===== src/rtl/div32.sv =====
// Sequential sign-magnitude 32/32 restoring divider (bit 31 sign, 30:0 magnitude).
// Latency: done 33 enabled cycles after an accepted start; 2 cycles for divide-by-zero.
// Backpressure: en low freezes all state; start is accepted only when idle, never queued.
module div32 (
  input  logic        clk,
  input  logic        rst,
  input  logic        en,
  input  logic        start,
  input  logic [31:0] num1,
  input  logic [31:0] num2,
  output logic [31:0] quotient,
  output logic [31:0] remainder,
  output logic        done,
  output logic        busy,
  output logic        div_by_zero
);

  localparam logic [1:0] S_IDLE = 2'd0;
  localparam logic [1:0] S_RUN  = 2'd1;
  localparam logic [1:0] S_DONE = 2'd2;

  logic [1:0]  state;
  logic        s1;
  logic        s2;
  logic [30:0] a;
  logic [30:0] b;
  logic [30:0] q;
  logic [31:0] r;
  logic [4:0]  cnt;
  logic        dz;

  // Partial remainder after shifting in the next dividend bit; at most 32 bits wide.
  logic [31:0] r_shift;
  logic [31:0] r_sub;
  logic        r_ge;

  // One restoring step: trial-subtract the divisor from the shifted remainder.
  always_comb begin
    r_shift = {r[30:0], a[cnt]};
    r_sub   = r_shift - {1'b0, b};
    r_ge    = (r_shift >= {1'b0, b});
  end

  assign busy = (state == S_RUN);

  // Control FSM, datapath registers and output registers, all gated by en.
  always_ff @(posedge clk) begin
    if (rst) begin
      state       <= S_IDLE;
      s1          <= 1'b0;
      s2          <= 1'b0;
      a           <= '0;
      b           <= '0;
      q           <= '0;
      r           <= '0;
      cnt         <= '0;
      dz          <= 1'b0;
      quotient    <= '0;
      remainder   <= '0;
      done        <= 1'b0;
      div_by_zero <= 1'b0;
    end else if (en) begin
      // done is a one-cycle pulse following the DONE state.
      done <= (state == S_DONE);
      case (state)
        S_IDLE: begin
          if (start) begin
            s1  <= num1[31];
            s2  <= num2[31];
            a   <= num1[30:0];
            b   <= num2[30:0];
            q   <= '0;
            r   <= '0;
            cnt <= 5'd30;
            // Both +0 and -0 divisors short-circuit straight to completion.
            if (num2[30:0] == 31'd0) begin
              dz    <= 1'b1;
              state <= S_DONE;
            end else begin
              dz    <= 1'b0;
              state <= S_RUN;
            end
          end
        end
        S_RUN: begin
          if (r_ge) begin
            r      <= r_sub;
            q[cnt] <= 1'b1;
          end else begin
            r      <= r_shift;
            q[cnt] <= 1'b0;
          end
          if (cnt == 5'd0) begin
            state <= S_DONE;
          end else begin
            cnt <= cnt - 5'd1;
          end
        end
        S_DONE: begin
          if (dz) begin
            // Saturate the quotient magnitude and hand back the dividend unchanged.
            quotient    <= {s1 ^ s2, 31'h7FFF_FFFF};
            remainder   <= {s1, a};
            div_by_zero <= 1'b1;
          end else begin
            // Sign bits are suppressed on zero magnitudes so -0 never appears;
            // the remainder follows the dividend sign (truncating division).
            quotient    <= {(s1 ^ s2) & (|q), q};
            remainder   <= {s1 & (|r[30:0]), r[30:0]};
            div_by_zero <= 1'b0;
          end
          state <= S_IDLE;
        end
        default: begin
          state <= S_IDLE;
        end
      endcase
    end
  end

endmodule


===== config.mk =====
export PLATFORM = sky130hd
export DESIGN_NAME = div32
export DESIGN_NICKNAME = d
export VERILOG_FILES = /design/src/rtl/div32.sv
export SDC_FILE = /design/constraint.sdc
export NUM_CORES = 1
export LEC_CHECK = 0
export CAP_MARGIN = 20
export CORE_ASPECT_RATIO = 1.25
export CORE_MARGIN = 2
export CORE_UTILIZATION = 35
export CTS_BUF_LIST = sky130_fd_sc_hd__clkbuf_16
export DETAILED_ROUTE_END_ITERATION = 10
export DONT_BUFFER_PORTS = 1
export PLACE_DENSITY = 0.57
export SYNTH_ARGS = -nofsm -noshare
export SYNTH_HDL_FRONTEND = slang
export SYNTH_SLANG_ARGS = --single-unit

===== constraint.sdc =====
create_clock -name clk -period 4.2 [get_ports clk]
set_input_delay 0.42 -clock clk [delete_from_list [all_inputs] [get_ports clk]]
set_output_delay 0.42 -clock clk [all_outputs]
set_load 0.02 [all_outputs]

==> results of run 1 <==
metrics by stage:
step | power, W | hold slack [ns] | std cells | utilization [%]
after global placement | 0.00296 | 0.440 | 1560 | 36.3
after CTS | 0.00452 | 0.0340 | 1591 | 38.2
after global routing | 0.00471 | 0.0243 | 1592 | 38.3
after detailed placement | 0.00296 | 0.443 | 1560 | 36.3
after floorplan | 0.00277 | 0.436 | 1282 | -
final | 0.00449 | 0.0486 | 1593 | 38.3
cells in the mapped netlist (6+ instances only):
| cell type | n |
|---|---|
| inv_1 | 42 |
| a22oi_1 | 6 |
| nand2_1 | 207 |
| nor2b_1 | 8 |
| clkbuf_1 | 79 |
| nand4_1 | 11 |
| mux2i_1 | 48 |
| nand3_1 | 18 |
| dfxtp_1 | 200 |
| nor3_1 | 71 |
| xor2_1 | 15 |
| nor2_1 | 101 |
| a211oi_1 | 36 |
| a21oi_1 | 173 |
| mux4_2 | 7 |
| xnor2_1 | 16 |
| nor4_1 | 25 |
| ha_1 | 36 |
| a21o_1 | 15 |
| o21ai_0 | 72 |
cell type report:
| class | instances | area (um^2) | area share [%] |
|---|---|---|---|
| antenna | 1 | 2.50 | 0.0230 |
| clock buffer | 17 | 425 | 3.91 |
| sequential | 200 | 4010 | 36.8 |
| tap | 355 | 444 | 4.08 |
| inverter | 42 | 158 | 1.45 |
| clock inverter | 14 | 115 | 1.06 |
| multi-input combinational | 946 | 5580 | 51.3 |
| timing repair buffer | 18 | 148 | 1.36 |
critical path, delay by kind of cell, from the launching register on:
kind | cells | cell delay [ns]
buffers and inverters | 1 | 0.22
multiplexers | 1 | 0.50
adder cells (fa/ha/maj) | 1 | 0.23
AND/OR/NAND/NOR | 4 | 0.58
flip-flops | 1 | 0.50
AO/OA/AOI/OAI | 7 | 1.50
XOR/XNOR | 1 | 0.16
path summary, 6_finish.rpt:
path	end	slack (ns)
worst min-delay path	quotient[19]	0.05
worst min register to register	b[15]	0.45
worst max register to register	r[27]	0.40
worst max-delay path	r[27]	0.40
state kept, by name (all words and copies together) (netlist names):
| register | cells |
|---|---|
| b | 31 |
| r | 31 |
| dz | 1 |
| quotient | 32 |
| cnt | 5 |
| s2 | 1 |
| state | 2 |
| s1 | 1 |
| done | 1 |
| remainder | 32 |
| div_by_zero | 1 |
| a | 31 |
| q | 31 |
where the power goes:
group	switching, W	internal [W]
combinational	0.000530	0.000377
sequential	0.0000728	0.00195
clock	0.000787	0.000770
what timing repair did:
item	CTS	global route
endpoints found under the hold margin	0	0
gates resized for setup	0	2
endpoints found under the setup margin	0	46
cells by family (layout without fill, tap and decap cells):
kind of cell | after synthesis | after routing | share of synthesized area [%]
xor gates and xnor gates | 31 | 31 | 2.69
muxes | 56 | 56 | 6.46
adders and majority gates | 37 | 37 | 4.66
DFF | 200 | 200 | 39.6
and+or+nand+nor | 475 | 475 | 21.0
buffers and inverters | 136 | 91 | 5.36
other | 0 | 1 | 0
AOI/OAI and AO/OA | 347 | 347 | 20.2
metal layers:
metal | part of all wire, % | GRT usage (%) | routed length [um]
met3 | 4.8 | 4.58 | 1440
met5 | 0 | 0 | 0
met4 | 4.0 | 9.17 | 1190
met2 | 51 | 34.3 | 15100
met1 | 41 | 22.6 | 12200
==> reports/results.txt, run 1 <==
Status: finished, final reports clean
First-pass GRT wire length: 46.7 mm
Most common cell after layout, fill and taps aside: nand2_1
Mapped cell area: 10100 um^2
Fin. Hold Viols: 0
Routed wire length per instance: 18.8 um
Reg2reg start: cnt[0]
RSZ-0062 raised after global routing: no
DR pass1 iterations: 5
Post-synthesis sequential area ratio: 39.6%
Hold-fix buffers at CTS: 0
Most frequent cells in the layout: nand2_1, dfxtp_1, a21oi_1
# clock sinks: 200
Seq cells post-synth: 200
Total wire length: 29.9 mm
P_leak: 3.85 nW
Pwr dens: 412 nW/um^2
Vias in the first global route: 8529
CTS buffer count: 17
Post-Syn Instances: 1282
1st-iter DRT viols: 639
Worst setup margin: 0.396 ns
Post-route DRC: 0
Worst path slowest cell: dfxtp_1
Total gr overflow: 0
Pins over their slew limit: 0
CTS Root Cell: clkbuf_16
Crit path DAT: 4.12 ns
Total negative slack: 0 ns
Hpwl dp: 21.9 mm
IO Pins: 135
Clock skew: 0.0122 ns
Post-route ant nets: 0
Mean area per synthesized cell: 7.88 um^2
Initial antenna violation count: 1
Synth area leader: dfxtp_1
Min-Delay Path Depth: 1
Layout cells sized above 1: 6.06%
Minimum clock period: 3.80 ns
Critical Path Start: cnt[0]
Max Cap Violations: 0
Yosys warns: 0
Syn Nets: 1387
Syn-to-layout area delta: 7.64%
DP Area: 10300 um^2
Pin count of the biggest net entering global routing: 173
Worst EP required: 4.52 ns
Setup-failing EPs final: 0
Critical path's largest stage delay: 0.50 ns
R2R cell count: 15
Library cells used by synthesis: 62
Critical path class: reg -> reg
Die Y: 194 um
Core area: 28400 um^2
Final worst-path cycle share: 90.6%
Share of the synthesized area in the top cell type: 39.6%
Clock Pin Slew Worst Setup and Hold Paths: 0.08 ns
Width of the die: 156 um
Synth Flop Type: dfxtp_1
Fmax: 263 MHz
Post-synthesis async set-or-reset flop share: 0%
Startpoint Class: flip-flop
Clk Latency, worst-skew pair: 0.44 ns
Worst-Margin Slew: 1.03 ns
Vias: 8782
# H-tree levels: 4
Hold_sp: rst
Worst slew margin: 31.5%
Post-Place Setup Slack: 0.300 ns
Filler Cell Count: 2949
CTS tree: yes
All-Layer GR Usage: 19.7%
Initial Util: 35.6%
Port Buffers: 0
Row count: 69
Hold Crit Class: in -> reg
Crit end category: flip-flop
Post-synth EDFFs: 0
Synth area leaders: dfxtp_1, a21oi_1, nand2_1
Via density per instance: 5.51
CP max FO: 6
CTS Buffer Depth: 2
Gpl congestion: 0.892
Design area: 10900 um^2
Nets: 1330
CP Cell Sequence: buf_4, mux4_2, a22oi_1, nand3_1, nor2_1, ha_1, nor2b_1, o31a_1, o31a_1, nor2_1, o21a_1, o41ai_2, a211oi_1, xnor2_1, o21ai_0
Die area: 30300 um^2
Post-CTS Setup Bufs: 0
Max VDD drop: 215 uV
Note: power is estimated with default switching activity, not from simulation.
==> run 2, diff against run 1 <==
--- a/config.mk
+++ b/config.mk
@@ -5,7 +5,6 @@
 export SDC_FILE = /design/constraint.sdc
 export NUM_CORES = 1
 export LEC_CHECK = 0
-export CAP_MARGIN = 20
 export CORE_ASPECT_RATIO = 1.25
 export CORE_MARGIN = 2
 export CORE_UTILIZATION = 35
==> reports/results.txt, run 2 (synthesis gave the netlist of run 1 again) <==
Minimum clock period: 3.81 ns (was 3.80 ns)
Worst-Margin Slew: 1.15 ns (was 1.03 ns)
Largest registers: quotient: 32 flops, remainder: 32 flops (unchanged)
Total gr overflow: 0 (unchanged)
Buf/Inv on CP: 1 (unchanged)
Post-Place Setup Slack: 0.300 ns (unchanged)
Syn-to-layout area delta: 7.44% (was 7.64%)
Pins over their slew limit: 0 (unchanged)
Total negative slack: 0 ns (unchanged)
CTS Root Cell: clkbuf_16 (unchanged)
Vias: 8764 (was 8782)
All-Layer GR Usage: 19.7% (unchanged)
Initial Util: 35.6% (unchanged)
# clock sinks: 200 (unchanged)
Max Cap Violations: 0 (unchanged)
Core area: 28400 um^2 (unchanged)
First-pass GRT wire length: 46.7 mm (unchanged)
Clock skew: 0.0115 ns (was 0.0122 ns)
Post-route ant nets: 0 (unchanged)
Die Y: 194 um (unchanged)
RSZ-0062 raised after global routing: no (unchanged)
Footprint of the multi-input gates: 5580 um^2 (unchanged)
# H-tree levels: 4 (unchanged)
CP Cell Sequence: buf_4, mux4_2, a22oi_1, nand3_1, nor2_1, ha_1, nor2b_1, o31a_1, o31a_1, nor2_1, o21a_1, o41ai_2, a211oi_1, xnor2_1, o21ai_0 (unchanged)
Pwr dens: 413 nW/um^2 (was 412 nW/um^2)
Power consumption: 0.00448 W (was 0.00449 W)
Most common cell after layout, fill and taps aside: nand2_1 (unchanged)
Crit path DAT: 4.13 ns (was 4.12 ns)
Nets: 1329 (was 1330)
1st-iter DRT viols: 607 (was 639)
Util after Layout: 38.2% (was 38.3%)
Gpl congestion: 0.892 (unchanged)
Fin. Hold Viols: 0 (unchanged)
Startpoint Class: flip-flop (unchanged)
Routed wire length per instance: 18.8 um (about the same)
Pin count of the biggest net entering global routing: 173 (unchanged)
Max VDD drop: 214 uV (was 215 uV)
Worst EP required: 4.52 ns (about the same)
Clk Latency, worst-skew pair: 0.44 ns (about the same)
Fmax: 262 MHz (was 263 MHz)
Vias in the first global route: 8529 (unchanged)
Critical path's largest stage delay: 0.50 ns (about the same)
Layout cells sized above 1: 5.99% (was 6.06%)
Worst path slowest cell: dfxtp_1 (unchanged)
Post-route DRC: 0 (unchanged)
FF-to-FF setup slack: 0.39 ns (was 0.40 ns)
Worst setup margin: 0.390 ns (was 0.396 ns)
CP max FO: 6 (unchanged)
Final worst-path cycle share: 90.7% (was 90.6%)
Via density per instance: 5.51 (about the same)
DR pass1 iterations: 5 (unchanged)
Port Buffers: 0 (unchanged)
Crit end category: flip-flop (unchanged)
Setup-failing EPs final: 0 (unchanged)
CP delay by family, top: compound AO/OA/AOI/OAI gates (unchanged)
Filler Cell Count: 2950 (was 2949)
IO Pins: 135 (unchanged)
CTS buffer count: 17 (unchanged)
Status: finished, final reports clean (unchanged)
Die area: 30300 um^2 (unchanged)
Clock Pin Slew Worst Setup and Hold Paths: 0.08 ns (about the same)
Hold Crit Class: in -> reg (unchanged)
P_leak: 3.85 nW (about the same)
Most frequent cells in the layout: nand2_1, dfxtp_1, a21oi_1 (unchanged)
CTS tree: yes (unchanged)
Initial antenna violation count: 1 (unchanged)
Critical path class: reg -> reg (unchanged)
Worst slew margin: 23.4% (was 31.5%)
Register area: 4010 um^2 (unchanged)
Hpwl dp: 21.9 mm (unchanged)
Total wire length: 29.9 mm (about the same)
CTS Buffer Depth: 2 (unchanged)
Row count: 69 (unchanged)
Width of the die: 156 um (unchanged)
run 2: cell types whose count changed in the layout (fill, tap and decap cells not counted), sizes merged:
cell	before	now
buf	18	17
run 2: worst register-to-register path: cells and delay by family (launching register included):
| family | cells | cell delay, ns |
|---|---|---|
| AOI/OAI and AO/OA | 7 | 1.51 |
| xor gates and xnor gates | 1 | 0.16 |
| adders and majority gates | 1 | 0.22 |
| buffers and inverters | 1 | 0.22 |
| DFF | 1 | 0.50 |
| muxes | 1 | 0.50 |
| and+or+nand+nor | 4 | 0.58 |
run 2: layout make-up:
cell class | instances | share of cell area (%)
Antenna cell | 1 | 0.0230
Clock buffer | 17 | 3.92
Clock inverter | 14 | 1.06
Inverter | 42 | 1.45
Multi-Input combinational cell | 946 | 51.4
Sequential cell | 200 | 36.9
Tap cell | 355 | 4.09
Timing Repair Buffer | 17 | 1.18
run 2: path summary, 6_finish.rpt:
path,from,end,cells past startpoint
max,cnt[0],r[27],15
min reg2reg,b[15],b[15],2
min,rst,quotient[19],1
max reg2reg,cnt[0],r[27],15
run 2: layer usage:
metal	up-vias	GRT usage, %	share of wire, %	wire (um)
li1	4377	-	-	-
met1	4160	22.6	41	12200
met2	173	34.3	51	15100
met3	54	4.58	4.5	1350
met4	0	9.17	4.0	1200
met5	-	0	0	0
run 2: repair_timing:
action | 4_1_cts | 5_1_grt
hold buffers | 0 | 0
setup buffers | 0 | 0
resized for setup | 0 | 2
setup endpoints to repair | 0 | 46
run 2: stage by stage:
step / cell area [um^2] / hold WS (ns) / instances
after floorplan: 10100 / 0.436 / 1282
after global placement: 10300 / 0.440 / 1560
after detailed placement: 10300 / 0.443 / 1560
after CTS: 10800 / 0.0340 / 1591
after global routing: 10900 / 0.0243 / 1591
final: 10900 / 0.0491 / 1592
run 2: report_power, final:
group          leakage, nW  internal [W]  switching (W)
Sequential            1.62       0.00195      0.0000731
Combinational         1.96      0.000377       0.000530
Clock                0.262      0.000770       0.000785
Total                 3.85       0.00309        0.00139
